`src/rtl/sipo_lsb_rx_pkg.sv`:
```
// sipo_lsb_rx_pkg: shared state type and sizing helper for the LSB-first SIPO receiver
package sipo_lsb_rx_pkg;
  typedef enum logic {IDLE, SHIFT} sipo_state_e;
  function automatic int cnt_w(input int w);
    return $clog2(w);
  endfunction
endpackage

```
`src/rtl/sipo_lsb_rx_if.sv`:
```
// sipo_lsb_rx_if: serial input, handshake and status bundle of the SIPO receiver
interface sipo_lsb_rx_if #(parameter int WIDTH = 4);
  logic enb;
  logic frm;
  logic sin;
  logic ack;
  logic clr;
  logic [WIDTH-1:0] par;
  logic vld;
  logic busy;
  logic ovr;
  logic ferr;
  modport master (output enb, frm, sin, ack, clr, input par, vld, busy, ovr, ferr);
  modport slave (input enb, frm, sin, ack, clr, output par, vld, busy, ovr, ferr);
endinterface

```
`src/rtl/sipo_lsb_rx_shreg.sv`:
```
// sipo_shreg: right-shift register, new bit enters at the MSB, sync clear
module sipo_shreg #(parameter int WIDTH = 3) (
  input  logic             clk,
  input  logic             rst,
  input  logic             sh_en,
  input  logic             din,
  output logic [WIDTH-1:0] q
);
  always_ff @(posedge clk)
    q <= rst ? '0 : sh_en ? (q >> 1) | (WIDTH'(din) << (WIDTH-1)) : q;
endmodule

```
`src/rtl/sipo_lsb_rx.sv`:
```
// sipo_lsb_rx: deframes LSB-first serial words into a held parallel register with valid/ack
module sipo_lsb_rx
  import sipo_lsb_rx_pkg::*;
#(parameter int WIDTH = 4) (
  input logic         clk,
  input logic         rst,
  sipo_lsb_rx_if.slave bus
);
  localparam int CW = cnt_w(WIDTH);
  sipo_state_e      r_state;
  logic [CW-1:0]    r_cnt;
  logic [WIDTH-1:0] r_par;
  logic             r_vld;
  logic             r_ovr;
  logic             r_ferr;
  logic [WIDTH-2:0] w_q;
  logic             w_sh_en;
  logic             w_ferr;
  logic             w_done;
  logic             w_load;
  logic             w_drop;
  logic [WIDTH-1:0] w_word;
  // only the last WIDTH-1 samples are stored; the final bit comes straight from sin
  sipo_shreg #(.WIDTH(WIDTH-1)) u_shreg (
    .clk   (clk),
    .rst   (rst),
    .sh_en (w_sh_en),
    .din   (bus.sin),
    .q     (w_q)
  );
  always_comb begin
    w_sh_en = bus.enb && (r_state == SHIFT || bus.frm);
    w_ferr  = bus.enb && r_state == SHIFT && bus.frm;
    w_done  = bus.enb && r_state == SHIFT && !bus.frm && r_cnt == CW'(WIDTH-1);
    w_load  = w_done && (!r_vld || bus.ack);
    w_drop  = w_done && r_vld && !bus.ack;
    w_word  = {bus.sin, w_q};
  end
  always_ff @(posedge clk) begin
    if (rst) begin
      r_state <= IDLE;
      r_cnt   <= '0;
      r_par   <= '0;
      r_vld   <= 1'b0;
      r_ovr   <= 1'b0;
      r_ferr  <= 1'b0;
    end else begin
      if (w_sh_en) begin
        r_state <= (bus.frm || r_cnt != CW'(WIDTH-1)) ? SHIFT : IDLE;
        r_cnt   <= bus.frm ? CW'(1) : w_done ? '0 : r_cnt + 1'b1;
      end
      r_par  <= w_load ? w_word : r_par;
      r_vld  <= w_load || (r_vld && !bus.ack);
      r_ovr  <= w_drop || (r_ovr && !bus.clr);
      r_ferr <= w_ferr || (r_ferr && !bus.clr);
    end
  end
  assign bus.par  = r_par;
  assign bus.vld  = r_vld;
  assign bus.busy = (r_state == SHIFT);
  assign bus.ovr  = r_ovr;
  assign bus.ferr = r_ferr;
endmodule

```
`src/flat_wrapper.sv`:
```
// flat-port wrapper written by rule: the top's interface ports become plain ports
module sipo_lsb_rx_flat import sipo_lsb_rx_pkg::*;
#(parameter int WIDTH = 4)
  (clk, rst, bus_enb, bus_frm, bus_sin, bus_ack, bus_clr, bus_par, bus_vld, bus_busy, bus_ovr, bus_ferr);
  sipo_lsb_rx_if #(.WIDTH(WIDTH)) bus_i ();
  input logic clk;
  input logic rst;
  input wire logic [$bits(bus_i.enb)-1:0] bus_enb;
  input wire logic [$bits(bus_i.frm)-1:0] bus_frm;
  input wire logic [$bits(bus_i.sin)-1:0] bus_sin;
  input wire logic [$bits(bus_i.ack)-1:0] bus_ack;
  input wire logic [$bits(bus_i.clr)-1:0] bus_clr;
  output wire logic [$bits(bus_i.par)-1:0] bus_par;
  output wire logic [$bits(bus_i.vld)-1:0] bus_vld;
  output wire logic [$bits(bus_i.busy)-1:0] bus_busy;
  output wire logic [$bits(bus_i.ovr)-1:0] bus_ovr;
  output wire logic [$bits(bus_i.ferr)-1:0] bus_ferr;
  assign bus_i.enb = bus_enb;
  assign bus_i.frm = bus_frm;
  assign bus_i.sin = bus_sin;
  assign bus_i.ack = bus_ack;
  assign bus_i.clr = bus_clr;
  assign bus_par = bus_i.par;
  assign bus_vld = bus_i.vld;
  assign bus_busy = bus_i.busy;
  assign bus_ovr = bus_i.ovr;
  assign bus_ferr = bus_i.ferr;
  sipo_lsb_rx #(.WIDTH(WIDTH)) u_core (.clk(clk), .rst(rst), .bus(bus_i));
endmodule
```
`config.mk`:
```
export PLATFORM = sky130hd
export DESIGN_NAME = sipo_lsb_rx_flat
export DESIGN_NICKNAME = d
export VERILOG_FILES = /design/src/rtl/sipo_lsb_rx_pkg.sv /design/src/rtl/sipo_lsb_rx_if.sv /design/src/rtl/sipo_lsb_rx_shreg.sv /design/src/rtl/sipo_lsb_rx.sv /design/src/flat_wrapper.sv
export SDC_FILE = /design/constraint.sdc
export NUM_CORES = 1
export LEC_CHECK = 0
export BUFFER_PORTS_ARGS = -buffer_cell sky130_fd_sc_hd__buf_2
export CAP_MARGIN = 0
export CORE_AREA = 2 2 39 41
export CTS_BUF_LIST = sky130_fd_sc_hd__clkbuf_2
export CTS_CLUSTER_SIZE = 25
export DETAILED_ROUTE_END_ITERATION = 16
export DIE_AREA = 0 0 41 43
export PLACE_DENSITY = 0.75
export SLEW_MARGIN = 0
export SYNTH_ARGS = -nofsm -noshare
export SYNTH_HDL_FRONTEND = slang
export SYNTH_SLANG_ARGS = --single-unit
```
`constraint.sdc`:
```
create_clock -name clk -period 3.1 [get_ports clk]
set_input_delay 0.465 -clock clk [delete_from_list [all_inputs] [get_ports clk]]
set_output_delay 0.465 -clock clk [all_outputs]
set_load 0.03 [all_outputs]
```
=== Word level (Yosys, flattened, before mapping) ===
Index checks and enable logic that the tools add are counted.

* Bits in registers: 13
* Bits of input ports: 7
* Output and inout port bits: 8
* Logic and storage cells: 35

* Add/subtract/negate cells: 1
* Equal/unequal tests: 2
* Multiplexer cells: 3
* Bitwise operators: 1
* Reduce and logical (&&, ||, !) cells: 21

{| class="wikitable"
|+ Operator list
! kind !! number
|-
| logical AND 1 bit || 11
|-
| logical OR 1 bit || 6
|-
| logical NOT 1 bit || 4
|-
| two-way mux 2 bit || 2
|-
| OR 2 x 3 -> 3 bit || 1
|-
| adder 2 x 1 -> 2 bit, second input constant || 1
|-
| == test 2 bit, second input constant || 1
|-
| inequality test 2 bit, second input constant || 1
|-
| two-way mux 1 bit || 1
|}

=== Depth between registers and ports, before layout ===
* Depth after elaboration: 6
* Mapped depth: 5

=== Cells and area by module ===
A second synthesis with hierarchy kept.

* Cells, all modules: 57
* Area, all modules: 559.3 um^2

{| class="wikitable"
|+ Modules (own cells, without submodules)
! module !! times used !! cells an instance !! area an instance (um^2) !! seq. area each (um^2)
|-
| sipo_lsb_rx || 1 || 48 || 457.9 || 200.2
|-
| sipo_shreg || 1 || 9 || 101.3 || 60.1
|}

=== Least setup slack after synthesis ===
OpenSTA, ideal clock, no wires.

* Path kind: register -> register
* Start point: register u_core.r_state (netlist: u_core.bus.busy)
* End point: register u_core.r_par[0] (netlist: u_core.bus.par[0])
* Setup time: 0.072 ns
* Arrival: 1.188 ns
* Required time: 3.028 ns
* Setup slack: 1.840 ns
* Stages on the path, launching flop included: 5
* Period minus slack after synthesis: 1.260 ns
* Path through: dfxtp_1 nand4b_4 nor2b_2 buf_6 mux2i_1

* Word-level cells in the longest chain between the ends: 4

{| class="wikitable"
|+ RTL lines
! item !! line !! RTL
|-
| from (decl) || sipo_lsb_rx.sv:10 || <nowiki>sipo_state_e r_state;</nowiki>
|-
| from (signal assigned) || sipo_lsb_rx.sv:49 || <nowiki>r_state <= (bus.frm || r_cnt != CW'(WIDTH-1)) ? SHIFT : IDLE;</nowiki>
|-
| logical AND 1 bit (3 in a row) || sipo_lsb_rx.sv:34 || <nowiki>w_done = bus.enb && r_state == SHIFT && !bus.frm && r_cnt == CW'(WIDTH-1);</nowiki>
|-
| logical AND 1 bit || sipo_lsb_rx.sv:35 || <nowiki>w_load = w_done && (!r_vld || bus.ack);</nowiki>
|-
| to (signal assigned) || sipo_lsb_rx.sv:52 || <nowiki>r_par <= w_load ? w_word : r_par;</nowiki>
|-
| to (decl) || sipo_lsb_rx.sv:12 || <nowiki>logic [WIDTH-1:0] r_par;</nowiki>
|}

No other way between the ends.
A chain may end at the register's enable or synchronous reset.

=== Worst setup path after layout ===
* Start point: register u_core.r_state (netlist: u_core.bus.busy)
* End point: output port bus_busy

{| class="wikitable"
|+ RTL lines
! item !! line !! RTL
|-
| to (decl) || flat_wrapper.sv:15 || <nowiki>output wire logic [$bits(bus_i.busy)-1:0] bus_busy;</nowiki>
|}

No word-level cell between the ends.

==> results_dict.tcl <==
set metrics [dict create \
    fp.dieArea_um2 1760 \
    synthTopCellsByArea "dfxtp_1 46%, mux2i_1 13%, nand2b_1 10%, nand4b_4 4.2%, nor2_1 3.3%" \
    synth_compound_area_share_pct 9.60 \
    die_height_um 43 \
    via_per_inst 4.75 \
    synth_nets 63 \
    cp_num_cells 1 \
    synth_largest_area_cell "dfxtp_1" \
    synth-adder-area-share_pct 2.23 \
    worstPathBufferInverterCount 1 \
    crit_type "register to output port" \
    whs_ps 456 \
    cts.sinks 13 \
    synth_top_area_share_pct 46.4 \
    start_util_pct 40.5 \
    finalPower_w 0.000285 \
    setup_viol 0 \
    grt_first_pass_wirelength_um 1490 \
    grt_util_met2_pct 16.9 \
    routed-via-count 413 \
    worstPathRequired_ps 2630 \
    ant_nets 0 \
    timing.rr.end "u_core.bus.par[2]" \
    io_buffers 14 \
    drt_pass1_iterations 2 \
    hold_buffers 0 \
    status "completed" \
    r2r_start "u_core.r_cnt[0]" \
    crit_chain "buf_2" \
    nets 80 \
    met3_usage_pct 4.71 \
    r2r_cells 4 \
    crit_fanout 8 \
    slew_violations 0 \
    netlist_area_um2 561 \
    hold_end "u_core.u_shreg.q[2]" \
    rows 14 \
    synth-xor-area-share_pct 0 \
    antennaDiodeCount 0 \
    fin_crit_sh_pct 48.4 \
    holdCritStartpoint "bus_sin" \
    area_growth_pct 17.0 \
    tightest_slew_ps 305 \
    seq_area_frac_synth_pct 46.4 \
    whs_path_depth 3 \
    finClkSkew_ps 3.78 \
    drt_wl_total_um 908 \
    hold_violations 0 \
    root_buffer "clkbuf_2" \
    path_delay_family "flip-flops" \
    cpMaxStageDelayCell "dfxtp_1" \
    drive_above_1_share_pct 29.6 \
    met1_usage_pct 16.6 \
    numCtsBuffers 3 \
    clkLatencyLatePin_ps 250 \
    dieWidth_um 41 \
    fmax_mhz 667 \
    syn_inst 55 \
    drc 0 \
    synth-seq-cells 13 \
    rsz0062_at_grt "false" \
    grt_max_degree 18 \
    peakVddDrop_mv 0.203 \
    grt_usage_pct 12.7 \
    synthSimpleGateAreaFrac_pct 25.9 \
    cts_setup_buffers 0 \
    muxShareOfSynthArea_pct 12.5 \
    cts_resized 0 \
    synth_warnings 0 \
    io_pins 15 \
    fin_tns_setup_ps 0 \
    cp-end-kind "output port" \
    p_leak_nw 0.313 \
    hp-class "input pin to register" \
    clk_pin_slew_ps 120 \
    r2r_slack_ps 1770 \
    overflow 0 \
    grt_pass1_vias 368 \
    drtIter0Drc 5 \
    power.density_nw_per_um2 434 \
    ys_types 20 \
    wl_per_cell_um 10.4 \
    crit_arrival_ps 1030 \
    clock_path_buffers 2 \
    avgSynthCellArea_um2 10.2 \
    antenna_found_initial 0 \
    cts_tree "done" \
    fin_crit_ps 1500 \
    drv_cap 0 \
    grt.busiest_layer "met2" \
    place_congestion 0.684 \
    htreeDepth 1 \
    cp-start-kind "register" \
    worst_path_largest_cell_delay_ps 520 \
    synth_top_family_by_area "simple AND/OR/NAND/NOR gates" \
    core_um2 1380 \
    max_slew_margin_pct 79.6 \
]
[final cells by class]
class                   instances  area [um2]
fillers                       139         728
multi-input cells              39         282
flip-flops and latches         13         260
repair buffers                 14        70.1
clock buffers                   4        20.0
well taps                      16        20.0
inverters                       1        3.75
[cell families (layout without fill, tap and decap cells)]
logic type	count (synthesis)	in the layout
simple gates	23	23
flops	13	13
compound gates	8	8
mux	7	7
buf+inv	3	19
fa+ha+maj	1	1
[metrics by stage]
stage          cell area [um2]  worst slack [ps]  std cells  utilization, %
6_report                   656              1600         87            47.4
5_1_grt                    656              1510         87            47.4
4_1_cts                    656              1580         87            47.4
3_5_place_dp               636              1700         83            45.9
3_3_place_gp               636              1760         83            45.9
2_1_floorplan              561              1840         55               -
[worst reg2reg max path, delay by kind of cell, from the launching register on]
kind | cells | cell delay (ps)
fa+ha+maj | 1 | 250
flops | 1 | 380
mux | 1 | 240
simple gates | 2 | 400
[power by group]
part           internal, W  leakage, nW  switching (W)
sequential        0.000171        0.105     0.00000406
clock            0.0000343       0.0166      0.0000511
combinational    0.0000113        0.191      0.0000136
total             0.000216        0.313      0.0000687
[how the worst max path moves through the flow]
stage | slack (ps) | to | from
2_1_floorplan | 1840 | u_core.bus.par[0] | u_core.bus.busy
3_3_place_gp | 1760 | u_core.bus.par[2] | bus_frm
3_5_place_dp | 1700 | u_core.bus.par[2] | bus_frm
4_1_cts | 1580 | bus_busy | u_core.bus.busy
5_1_grt | 1510 | bus_busy | u_core.bus.busy
6_report | 1600 | bus_busy | u_core.bus.busy
[Yosys cell counts]
cell	number
a32oi_1	1
nand2_1	4
o21ai_2	1
a21oi_1	3
nand4b_4	1
o2bb2ai_1	1
ha_1	1
nand2b_1	9
clkbuf_1	1
nor3b_1	1
nor2_1	5
nand4b_1	1
buf_6	1
nor2b_1	1
dfxtp_1	13
o21ai_0	1
mux2i_1	7
nor2b_2	1
a22oi_1	1
inv_1	1
[cells in the final DEF, fill, tap and decap left out, types with 3 or more instances in the layout]
cell	n
buf_2	14
dfxtp_1	13
nand2b_1	9
mux2i_1	7
nor2_1	5
nand2_1	4
clkbuf_2	4
a21oi_1	3
[state kept, by name, summed over array words and instances (netlist names)]
signal            cells
u_core.bus.ovr        1
u_core.bus.vld        1
u_core.bus.par        4
u_core.bus.busy       1
u_core.r_cnt          2
u_core.u_shreg.q      3
u_core.bus.ferr       1
[per-layer routing]
metal	part of all wire, %	vias up
li1	-	219
met1	47	186
met2	49	6
met3	2.8	2
met4	1.3	0
met5	0	-
Note: power is estimated with default switching activity, not from simulation.
